==> src/rtl/gray_conv_arbiter.sv <==
// rtl/gray_conv_arbiter.sv - round-robin arbiter sharing one registered Gray-to-binary converter
// Optional per-requester step checker (step_err port) enabled by GRAY_STEP_CHECK_EN.

module gray_conv_g2b #(
   parameter int WIDTH = 4
) (
   input  logic [WIDTH-1:0] gray,
   output logic [WIDTH-1:0] bin
);
   logic acc;

   // Running XOR from the MSB down: bin[i] = bin[i+1] ^ gray[i].
   always_comb begin
      bin = '0;
      acc = 1'b0;
      for (int i = WIDTH-1; i >= 0; i--) begin
         acc    = acc ^ gray[i];
         bin[i] = acc;
      end
   end
endmodule

module gray_conv_arbiter #(
   parameter int WIDTH = 4,
   parameter int NREQ  = 4,
   parameter int IDW   = 2
) (
   input  logic                  clk,
   input  logic                  rst,
   input  logic [NREQ-1:0]       req_valid,
   input  logic [NREQ*WIDTH-1:0] req_gray,
   output logic [NREQ-1:0]       req_ready,
   output logic                  out_valid,
   output logic [WIDTH-1:0]      out_binary,
   output logic [IDW-1:0]        out_id,
   input  logic                  out_ready
`ifdef GRAY_STEP_CHECK_EN
   ,
   output logic                  step_err
`endif
);
   typedef enum logic [1:0] {IDLE, CONV, OUT} state_t;

   state_t           state;
   logic [IDW-1:0]   rr_ptr;
   logic [IDW-1:0]   grant;
   logic             grant_hit;
   logic [IDW:0]     cand;
   logic [IDW-1:0]   lat_id;
   logic [WIDTH-1:0] lat_gray;
   logic [WIDTH-1:0] conv_bin;
   logic [WIDTH-1:0] gray_arr [NREQ];

   always_comb begin
      for (int k = 0; k < NREQ; k++) begin
         gray_arr[k] = req_gray[k*WIDTH +: WIDTH];
      end
   end

   // First valid requester at or above rr_ptr, wrapping modulo NREQ.
   always_comb begin
      grant     = '0;
      grant_hit = 1'b0;
      cand      = '0;
      for (int i = 0; i < NREQ; i++) begin
         cand = {1'b0, rr_ptr} + (IDW+1)'(i);
         if (cand >= (IDW+1)'(NREQ)) begin
            cand = cand - (IDW+1)'(NREQ);
         end
         if (!grant_hit && req_valid[cand[IDW-1:0]]) begin
            grant     = cand[IDW-1:0];
            grant_hit = 1'b1;
         end
      end
   end

   always_comb begin
      req_ready = '0;
      if (!rst && state == IDLE && grant_hit) begin
         req_ready[grant] = 1'b1;
      end
   end

   gray_conv_g2b #(.WIDTH(WIDTH)) u_g2b (
      .gray (lat_gray),
      .bin  (conv_bin)
   );

`ifdef GRAY_STEP_CHECK_EN
   logic [WIDTH-1:0] last_bin [NREQ];
   logic [NREQ-1:0]  seen;
   logic [WIDTH-1:0] delta;
   logic             step_bad;

   // Only a +1 or -1 move (mod 2^WIDTH) from the previous word of the same requester is legal.
   assign delta    = conv_bin - last_bin[lat_id];
   assign step_bad = seen[lat_id] && (delta != WIDTH'(1)) && (delta != '1);
`endif

   always_ff @(posedge clk) begin
      if (rst) begin
         state      <= IDLE;
         rr_ptr     <= '0;
         out_valid  <= 1'b0;
         out_binary <= '0;
         out_id     <= '0;
         lat_gray   <= '0;
         lat_id     <= '0;
`ifdef GRAY_STEP_CHECK_EN
         step_err   <= 1'b0;
         seen       <= '0;
         for (int k = 0; k < NREQ; k++) begin
            last_bin[k] <= '0;
         end
`endif
      end else begin
         case (state)
            IDLE: begin
               if (grant_hit) begin
                  lat_gray <= gray_arr[grant];
                  lat_id   <= grant;
                  rr_ptr   <= (grant == IDW'(NREQ-1)) ? '0 : grant + 1'b1;
                  state    <= CONV;
               end
            end
            CONV: begin
               out_binary <= conv_bin;
               out_id     <= lat_id;
               out_valid  <= 1'b1;
               state      <= OUT;
`ifdef GRAY_STEP_CHECK_EN
               step_err         <= step_bad;
               seen[lat_id]     <= 1'b1;
               last_bin[lat_id] <= conv_bin;
`endif
            end
            OUT: begin
               if (out_ready) begin
                  out_valid <= 1'b0;
                  state     <= IDLE;
`ifdef GRAY_STEP_CHECK_EN
                  step_err  <= 1'b0;
`endif
               end
            end
            default: state <= IDLE;
         endcase
      end
   end
endmodule

==> config.mk <==
export PLATFORM = sky130hd
export DESIGN_NAME = gray_conv_arbiter
export DESIGN_NICKNAME = d
export VERILOG_FILES = /design/src/rtl/gray_conv_arbiter.sv
export SDC_FILE = /design/constraint.sdc
export NUM_CORES = 1
export LEC_CHECK = 0
export ABC_AREA = 1
export CORE_MARGIN = 8
export CORE_UTILIZATION = 51
export CTS_BUF_LIST = sky130_fd_sc_hd__clkbuf_4 sky130_fd_sc_hd__clkbuf_8 sky130_fd_sc_hd__clkbuf_16
export DETAILED_ROUTE_END_ITERATION = 8
export GPL_ROUTABILITY_DRIVEN = 0
export GPL_TIMING_DRIVEN = 1
export HOLD_SLACK_MARGIN = 0.08
export PLACE_DENSITY = 0.91
export SLEW_MARGIN = 20
export SYNTH_ARGS = -nofsm -noshare
export SYNTH_HDL_FRONTEND = slang
export SYNTH_SLANG_ARGS = --single-unit
==> constraint.sdc <==
create_clock -name clk -period 4.6 [get_ports clk]
set_clock_uncertainty 0.1 [all_clocks]
set_input_delay 0.46 -clock clk [delete_from_list [all_inputs] [get_ports clk]]
set_output_delay 0.46 -clock clk [all_outputs]
set_load 0.02 [all_outputs]
; After elaboration in Yosys (flattened, before gate mapping)
; Index checks and enable logic that the tools add are counted.
[word_totals]
ram_bits = 0
rom_bits = 0
latchBits = 0
inputBits = 23
elab_cells = 82
n_memories = 0
ff_bits = 17
[classes]
div = 0
n_addsub = 8
mux = 32
n_lt_le_gt_ge = 11
reduce_logical = 15
shifts = 0
bitwise = 4
n_eq_ne = 5
n_mul = 0
[op_table]
columns = operator, n
row1 = $mux 2, 11
row2 = $lt 2x3->1 const B, 5
row3 = $ge 3x3->1 const B, 4
row4 = $mux 4, 3
row5 = $mux 1, 10
row6 = $bmux 1 s2, 4
row7 = $bmux 4 s2, 1
row8 = $sub 2x1->2 const B, 4
row9 = $add 2x2->3 const B, 2
row10 = $logic_and 1x1->1, 6
row11 = $pmux 2 s3, 1
row12 = $reduce_and 2->1, 3
row13 = $eq 2x2->1 const B, 2
row14 = $logic_not 1->1, 4
row15 = $ne 2x2->1 const B, 2
row16 = $add 2x1->3 const B, 1
row17 = $ge 2x3->1 const B, 1
row18 = $not 2->3, 1
row19 = $xor 1x1->1, 3
row20 = $add 2x1->2 const B, 1
row21 = $demux 1 s2, 1
row22 = $eq 2x1->1 const B, 1
row23 = $ge 2x1->1 const B, 1
row24 = $logic_not 2->1, 1
row25 = 2 further kinds, 2

; Depth between registers and ports, before layout
; Gate-level depths: netlist (run 1).
[logic_depth]
word_depth = 19
mapped_depth = 16
mapped_depth_nobuf = 15

; Cells and area by module
; Synthesis (run 1) repeated with hierarchy kept, for this count alone.
[unflattened]
cells_unflattened = 204
hier_area_um2 = 1307.5
[modules_own_cells]
columns = module, area_each_um2, seq_area_each_um2, cells_per_inst, n_inst
row1 = gray_conv_arbiter, 1206.2, 340.3, 185, 1
row2 = gray_conv_g2b, 101.3, 0.0, 19, 1

; Least setup slack after synthesis (run 1)
; Ideal clock, no wire load.
[synth_path]
path_kind = input-to-output
startpoint = input req_valid[3]
endpoint = output req_ready[3]
arrival_ns = 1.722
required_time_ns = 4.040
path_slack_ns = 2.318
stages = 12
path_cell_list = inv_1 nand2_1 nand3_1 nand2_2 nor2_4 nand3_1 nand3_2 nand2_2 inv_2 ha_1 inv_1 nor2_1
[synth_via]
elab_chain_cells = 17
[synth_rtl]
columns = element, line
row1 = from (decl), 30  ; input logic [NREQ-1:0] req_valid,
row2 = $bmux 1 s2, 70  ; if (!grant_hit && req_valid[cand[IDW-1:0]]) begin
row3 = $mux 1 (not written as such), 70
row4 = $mux 1, 70
row5 = $logic_not 1->1, 70
row6 = $logic_and 1x1->1, 70
row7 = $mux 1, 70
row8 = $logic_not 1->1, 70
row9 = $logic_and 1x1->1, 70
row10 = (+2 left out), -
row11 = $logic_and 1x1->1, 70
row12 = $mux 2 (*), 70
row13 = via grant[1], 46  ; logic [IDW-1:0] grant;
row14 = $lt 2x3->1 (not written as such) or $ge 2x1->1 (tied branches), 80  ; req_ready[grant] = 1'b1;
row15 = $logic_and 1x1->1 (not written as such), 80
row16 = $mux 1 (not written as such), 80
row17 = $demux 1 s2 (*), 80
row18 = $mux 4 (*), 79  ; if (!rst && state == IDLE && grant_hit) begin
row19 = to (decl), 32  ; output logic [NREQ-1:0] req_ready,
; Mark *: on every way through the listed nets, which the timed path passes. The rest lies on a longest branch. The select of a mux whose other input is x is not followed.

; Final worst setup path (run 1)
[layout_path]
startpoint = register rr_ptr[0]
endpoint = output req_ready[3]
[layout_via]
elab_chain_cells = 19
[layout_rtl]
columns = element, line
row1 = from (decl), 45  ; logic [IDW-1:0] rr_ptr;
row2 = from (signal assigned), 122  ; rr_ptr <= (grant == IDW'(NREQ-1)) ? '0 : grant + 1'b1;
row3 = "parallel branches: the longest is 13 deep, another holds $add 2x1->3", -
row4 = $mux 2 (*), 70
row5 = via grant[1], 46
row6 = $lt 2x3->1 (not written as such) or $ge 2x1->1 (tied branches), 80
row7 = $logic_and 1x1->1 (not written as such), 80
row8 = $mux 1 (not written as such), 80
row9 = $demux 1 s2 (*), 80
row10 = $mux 4 (*), 79
; Mark *: on every way through the listed nets, which the timed path passes. The select of a mux whose other input is x is not followed.

==> impl_metrics.toml, run 1 <==
[synthesis]
synth_top_area_cell = "dfxtp_1"
number_of_synthesized_flops_with_an_enable_pin = 0
synth-warning-count = 0
synth.lib_cells_used.distinct = 27
synth_cells = 191
synth_flop_cell = "dfxtp_1"
synth_area_leaders = "dfxtp_1, nand2_1, inv_1"
synth.top_cell.area_share_pct = 27.42
yosysMostFrequentCell = "nand2_1"
syn_nets = 218
synth_area_per_cell_um2 = 6.498
yosys-top-cells-count = "nand2_1, inv_1, nor2_1"
async_reset_ff_share_pct = 0
ys_ff_latch = 17
post_synth_instance_area_um2 = 1241
yosysSeqAreaShare_pct = 27.42

[global_routing]
met2_track_demand_over_resource_in_global_routing_pct = 23.25
global_route_track_usage_on_met3_pct = 1.701
grt_start_max_net_pins = 12
groute.usage.overall_pct = 13.58
globalRoute.busiestLayer = "met2"
antenna_violations_before_repair = 0
grt_first_pass_wirelength_um = 4878
number_of_global_route_vias_before_repair = 1220
grt_remaining_overflow = 0
met1_usage_pct = 16.63

[cells_and_area]
post_layout_nonfiller_instances = 254
layout.nets = 252
area_delta_synth_final_pct = 29.54
drive_above_1_share_pct = 14.73
multi_input_area_um2 = 760.7
nFillCells = 214
diodes = 0
utilization_pct = 67.35
seq_area_um2 = 340.3

[placement]
port_buffers = 33
dp.cells = 250
detailed_placement_hpwl_um = 2130

[floorplan]
rows = 18
core_footprint_um2 = 2387
boundaryPins = 34
die_height_um = 65.33
initial_utilization_pct = 51.99
die_w_um = 65.33
dieArea_um2 = 4268

[clock_network]
postcts_setup_bufs = 0
clock_sink_count = 17
cts-buffers-inserted = 3
cts_root_buffer = "clkbuf_4"
clock_tree.htree_level_count = 1
cts_resized = 0
tritoncts = "yes"
clk_path_buf_depth = 2
clkLatencyLatePin_ps = 290
clock_transition_time_at_the_flip_flop_clock_pins_of_the_worst_setup_and_hold_paths_ps = 90
cts_hold_repair.buffers = 0

[timing]
max_clock_freq_mhz = 300.9
slew_headroom_pct = 62.84
max_slew.worst_pin.slew_ps = 555.3
finalSetupViolations = 0
rsz0062_at_grt = "no"
final_period_minus_worst_setup_slack_ps = 3323
hold_viol = 0
timing.setup.tns_ps = 0
final_cycle_utilization_of_the_critical_path_pct = 72.24
maxSlewViolCount = 0

[drt]
drc = 0
drt_first_iter_violations = 82
drtPass1Iterations = 4
antenna_left = 0
vias_per_cell = 4.917
dr_total_vias = 1249
wire_per_inst_um = 10.50
detail_route.wirelength_um = 2666

[pwr]
vdd_ir_drop_max_mv = 0.4512
power-per-cell-area_nw_per_um2 = 677.1
p_leak_nw = 0.7953
power_w = 0.001089

[critical_path]
worst_ep_arrival_time_ps = 2760
category_of_the_worst_setup_path_capture_point = "output pin"
critPathRequiredTime_ps = 4040
crit_slowest_cell = "dfxtp_1"
critical-path-max-stage-delay_ps = 630
crit_fanout = 10
path_cells = "nand2_1 > nand3_1 > nand2_2 > nor2_4 > nand3_1 > nand3_2 > nand2_2 > inv_2 > ha_1 > inv_1 > nor2_1 > clkdlybuf4s50_1"
cp_num_buf_inv = 3
worst_setup_path_start_kind = "flop"
worstSetupPathType = "reg2out"
path_delay_family = "simple AND/OR/NAND/NOR gates"

[status]
outcome = "complete, no violations"

[hold_path]
timing.hold.worst.class = "reg2reg"

[flow_run]
max_cap_viol_count = 0
## where the power goes
part	switching (W)	internal [W]	leakage [nW]
registers	0.0000428	0.000201	0.141
clock network	0.0000441	0.0000396	0.0184
logic	0.000477	0.000284	0.636
## cells by family (layout without fill, tap and decap cells)
group | count (synthesis) | after routing | synth area share, %
adder cells (fa/ha/maj) | 4 | 4 | 4.032
XOR/XNOR | 3 | 3 | 2.117
AO/OA/AOI/OAI | 21 | 21 | 9.677
flip-flops | 17 | 17 | 27.42
buffers and inverters | 31 | 64 | 11.29
AND/OR/NAND/NOR | 115 | 115 | 45.46
## layout by cell type (no fill, tap or decap), types with 2 or more instances in the layout
master	Yosys	layout
o21ai_0	9	9
nor2_1	18	18
o21ai_1	2	2
ha_1	4	4
nand3_2	2	2
nand2_1	62	62
inv_1	21	21
dfxtp_1	17	17
nor2_4	2	2
inv_2	5	5
clkdlybuf4s50_1	0	33
xnor2_1	2	2
nand2_4	2	2
clkbuf_4	0	4
nand4_1	5	5
nand3_1	8	8
nand3_4	2	2
nand2_2	12	12
a21oi_1	7	7
## final cells by class
| type | instances | share of cell area (%) |
|---|---|---|
| repair buffers | 33 | 20.54 |
| multi-input cells | 143 | 47.32 |
| well taps | 30 | 2.335 |
| flip-flops and latches | 17 | 21.17 |
| clock buffers | 4 | 1.868 |
| inverters | 27 | 6.770 |
## path summary, 6_finish.rpt
path	cells after the start	slack, ps	start	endpoint
setup / recovery	12	1280	rr_ptr[0]	req_ready[3]
hold / removal	2	400	lat_gray[3]	out_binary[3]
setup reg to reg	10	2310	rr_ptr[0]	rr_ptr[1]
hold reg to reg	2	400	lat_gray[3]	out_binary[3]
## stage by stage
step / setup slack (ps) / instance area, um^2 / hold WS (ps)
after detailed placement: 1318 / 1578 / 380.7
after global placement: 1338 / 1578 / 374.9
final: 1277 / 1608 / 397.3
after CTS: 1261 / 1608 / 400.4
after floorplan: 2318 / 1241 / 349.6
after global routing: 1032 / 1608 / 421.8
## registers in the layout, summed over array words and instances, names as in the netlist
name,flops
lat_gray,4
out_binary,4
lat_id,2
out_id,2
rr_ptr,2
state,2
out_valid,1
## worst reg2reg max path, stage by stage (launching register included)
cell	delay (ps)
dfxtp_1	630
nand2_1	160
nand3_1	140
nand2_2	90
nor2_4	160
nand4_1	150
nand2_2	160
inv_2	80
ha_1	290
o21ai_0	170
a21oi_1	50
## per-layer routing
metal	routed length [um]	share of wire [%]
met4	41	1.5
met1	1193	45
met2	1294	49
met3	137	5.1
met5	0	0
No activity file was read; power rests on OpenSTA's default activity.
==> run 2: changes to the inputs <==
--- a/config.mk
+++ b/config.mk
@@ -7,13 +7,13 @@
 export LEC_CHECK = 0
 export ABC_AREA = 1
 export CORE_MARGIN = 8
-export CORE_UTILIZATION = 51
+export CORE_UTILIZATION = 43
 export CTS_BUF_LIST = sky130_fd_sc_hd__clkbuf_4 sky130_fd_sc_hd__clkbuf_8 sky130_fd_sc_hd__clkbuf_16
 export DETAILED_ROUTE_END_ITERATION = 8
 export GPL_ROUTABILITY_DRIVEN = 0
 export GPL_TIMING_DRIVEN = 1
 export HOLD_SLACK_MARGIN = 0.08
-export PLACE_DENSITY = 0.91
+export PLACE_DENSITY = 0.82
 export SLEW_MARGIN = 20
 export SYNTH_ARGS = -nofsm -noshare
 export SYNTH_HDL_FRONTEND = slang
==> constraint.sdc (replaced) <==
create_clock -name clk -period 2.8 [get_ports clk]
set_clock_uncertainty 0.1 [all_clocks]
set_input_delay 0.28 -clock clk [delete_from_list [all_inputs] [get_ports clk]]
set_output_delay 0.28 -clock clk [all_outputs]
set_load 0.02 [all_outputs]
==> run 2 against run 1 <==
Compared with the run above: first-iteration DRC count shrank 30%; sequential share of layout area decreased by 1.3 points; critical path depth is 2 higher; die area rose by 14%; clock-buffer cell count did not move; register-to-register slack lost 1600 ps; final cell count increased by 5.5%; clock power increased by 65%; non-clock buffer count grew 13; sequential power grew 57%; core utilization is 5.2 points lower; cell area increased by 6.6%; largest power group unchanged; highest routed layer unchanged.
==> impl_metrics.toml, run 2 (synthesis gave the netlist of run 1 again) <==
[status]
outcome = "complete, no violations"

[floorplan]
core_footprint_um2 = 2758
die_w_um = 69.73
dieArea_um2 = 4862
rows = 19
die_height_um = 69.73
boundaryPins = 34
initial_utilization_pct = 45.01

[timing]
max_clock_freq_mhz = 381.0
final_cycle_utilization_of_the_critical_path_pct = 93.75
maxSlewViolCount = 0
max_slew.worst_pin.slew_ps = 543.4
timing.setup.tns_ps = 0
hold_viol = 0
slew_headroom_pct = 63.64
final_period_minus_worst_setup_slack_ps = 2625
finalSetupViolations = 0
rsz0062_at_grt = "no"

[clock_network]
clock_sink_count = 17
clock_transition_time_at_the_flip_flop_clock_pins_of_the_worst_setup_and_hold_paths_ps = 90
clk_path_buf_depth = 2
clkLatencyLatePin_ps = 280
clock_tree.htree_level_count = 1
cts_root_buffer = "clkbuf_4"
tritoncts = "yes"
cts-buffers-inserted = 3

[cells_and_area]
utilization_pct = 62.16
diodes = 0
most-common-layout-cells = "nand2_1, clkdlybuf4s50_1, inv_1"
layout.nets = 265
layout_commonest_cell = "nand2_1"
area_delta_synth_final_pct = 38.10
reg.largest.list = "lat_gray x4, out_binary x4"
drive_above_1_share_pct = 19.41

[critical_path]
crit_fanout = 5
worst_setup_path_start_kind = "flop"
worst_ep_arrival_time_ps = 2240
worstSetupPathType = "reg2out"
critPathRequiredTime_ps = 2420
category_of_the_worst_setup_path_capture_point = "output pin"

[drt]
vias_per_cell = 4.757
met2RoutedLength_um = 1383
top_layer = "met4"
drt_first_iter_violations = 57
detail_route.wirelength_um = 2816
wl_met3_um = 95
drc = 0
wire_per_inst_um = 10.51
antenna_left = 0
dr_total_vias = 1275
met1Wirelength_um = 1306
drtPass1Iterations = 4

[pwr]
p_leak_nw = 0.8777
seq_power_share_pct = 19.6
power_frac_clock_pct = 7.1
power_w = 0.001959
intPower_w = 0.0009946
power.share.combinational_pct = 73.4
power-per-cell-area_nw_per_um2 = 1143
vdd_ir_drop_max_mv = 0.7483
power.share.switching_pct = 49.22
total_switching_power_w = 0.0009639

[global_routing]
groute.usage.overall_pct = 11.80
grt_start_max_net_pins = 12
number_of_global_route_vias_before_repair = 1221
grt_first_pass_wirelength_um = 5057
grt_remaining_overflow = 0
antenna_violations_before_repair = 0

[placement]
detailed_placement_hpwl_um = 2362
port_buffers = 33

[hold_path]
timing.hold.worst.class = "reg2reg"

[flow_run]
max_cap_viol_count = 0
==> run 2: cell count changes in the layout (fill, tap and decap cells not counted), sizes merged <==
cell | previous run | this run
buf | 0 | 13
dlygate4sd2 | 0 | 4
clkdlybuf4s50 | 33 | 29
==> run 2: metal layers <==
layer / vias up / global-route usage, %
li1: 688 / -
met1: 558 / 14.16
met3: 2 / 1.288
met4: 0 / 4.688
met5: - / 0
met2: 27 / 20.70
==> run 2: area by class of cell <==
cell class	count	area, um^2
fillers	263	1044
multi-input cells	143	760.7
repair buffers	46	435.4
flip-flops and latches	17	340.3
inverters	27	108.9
well taps	31	38.79
clock buffers	4	30.03
==> run 2: repair_timing <==
item | CTS | global route
hold buffers | 0 | 0
endpoints found under the hold margin | 0 | 0
buffers inserted | 0 | 0
endpoints found under the setup margin | 4 | 0
gates resized for setup | 4 | 0
==> run 2: through the flow <==
stage / cells / hold slack (ps) / setup slack, ps / cell area, um^2
finish: 268 / 392.6 / 175.0 / 1714
CTS: 268 / 395.9 / 170.9 / 1714
global placement: 264 / 374.1 / 7.815 / 1689
detailed placement: 264 / 380.4 / -85.04 / 1689
global route: 268 / 427.7 / 2.677 / 1714
floorplan: 191 / 249.1 / 731.5 / 1241
==> run 2: power by group through the flow <==
stage / Sequential (W) / Clock [W] / Combinational, W
floorplan: 0.000418 / 0 / 0.000962
finish: 0.000383 / 0.000138 / 0.00144
global placement: 0.000386 / 0 / 0.00144
CTS: 0.000383 / 0.000140 / 0.00145
detailed placement: 0.000388 / 0 / 0.00146
global route: 0.000394 / 0.000150 / 0.00162
==> run 2: path summary, 6_finish.rpt <==
kind	slack, ps	startpoint	end	depth (start not counted)
max reg2reg	730	rr_ptr[1]	rr_ptr[1]	12
min	390	out_valid	out_valid	2
min reg2reg	390	out_valid	out_valid	2
max	180	rr_ptr[1]	req_ready[3]	14
==> run 2: critical path: stages, from the launching register on <==
cell           delay (ps)
dfxtp_1               450
inv_2                 100
nand2_1                90
nand2_2                90
nand2_2                80
nand2_2                60
nor2_4                130
nand3_1               100
nand3_2                80
nand2_2                90
inv_2                  80
ha_1                  150
inv_1                  40
nor2_1                 80
dlygate4sd2_1         340
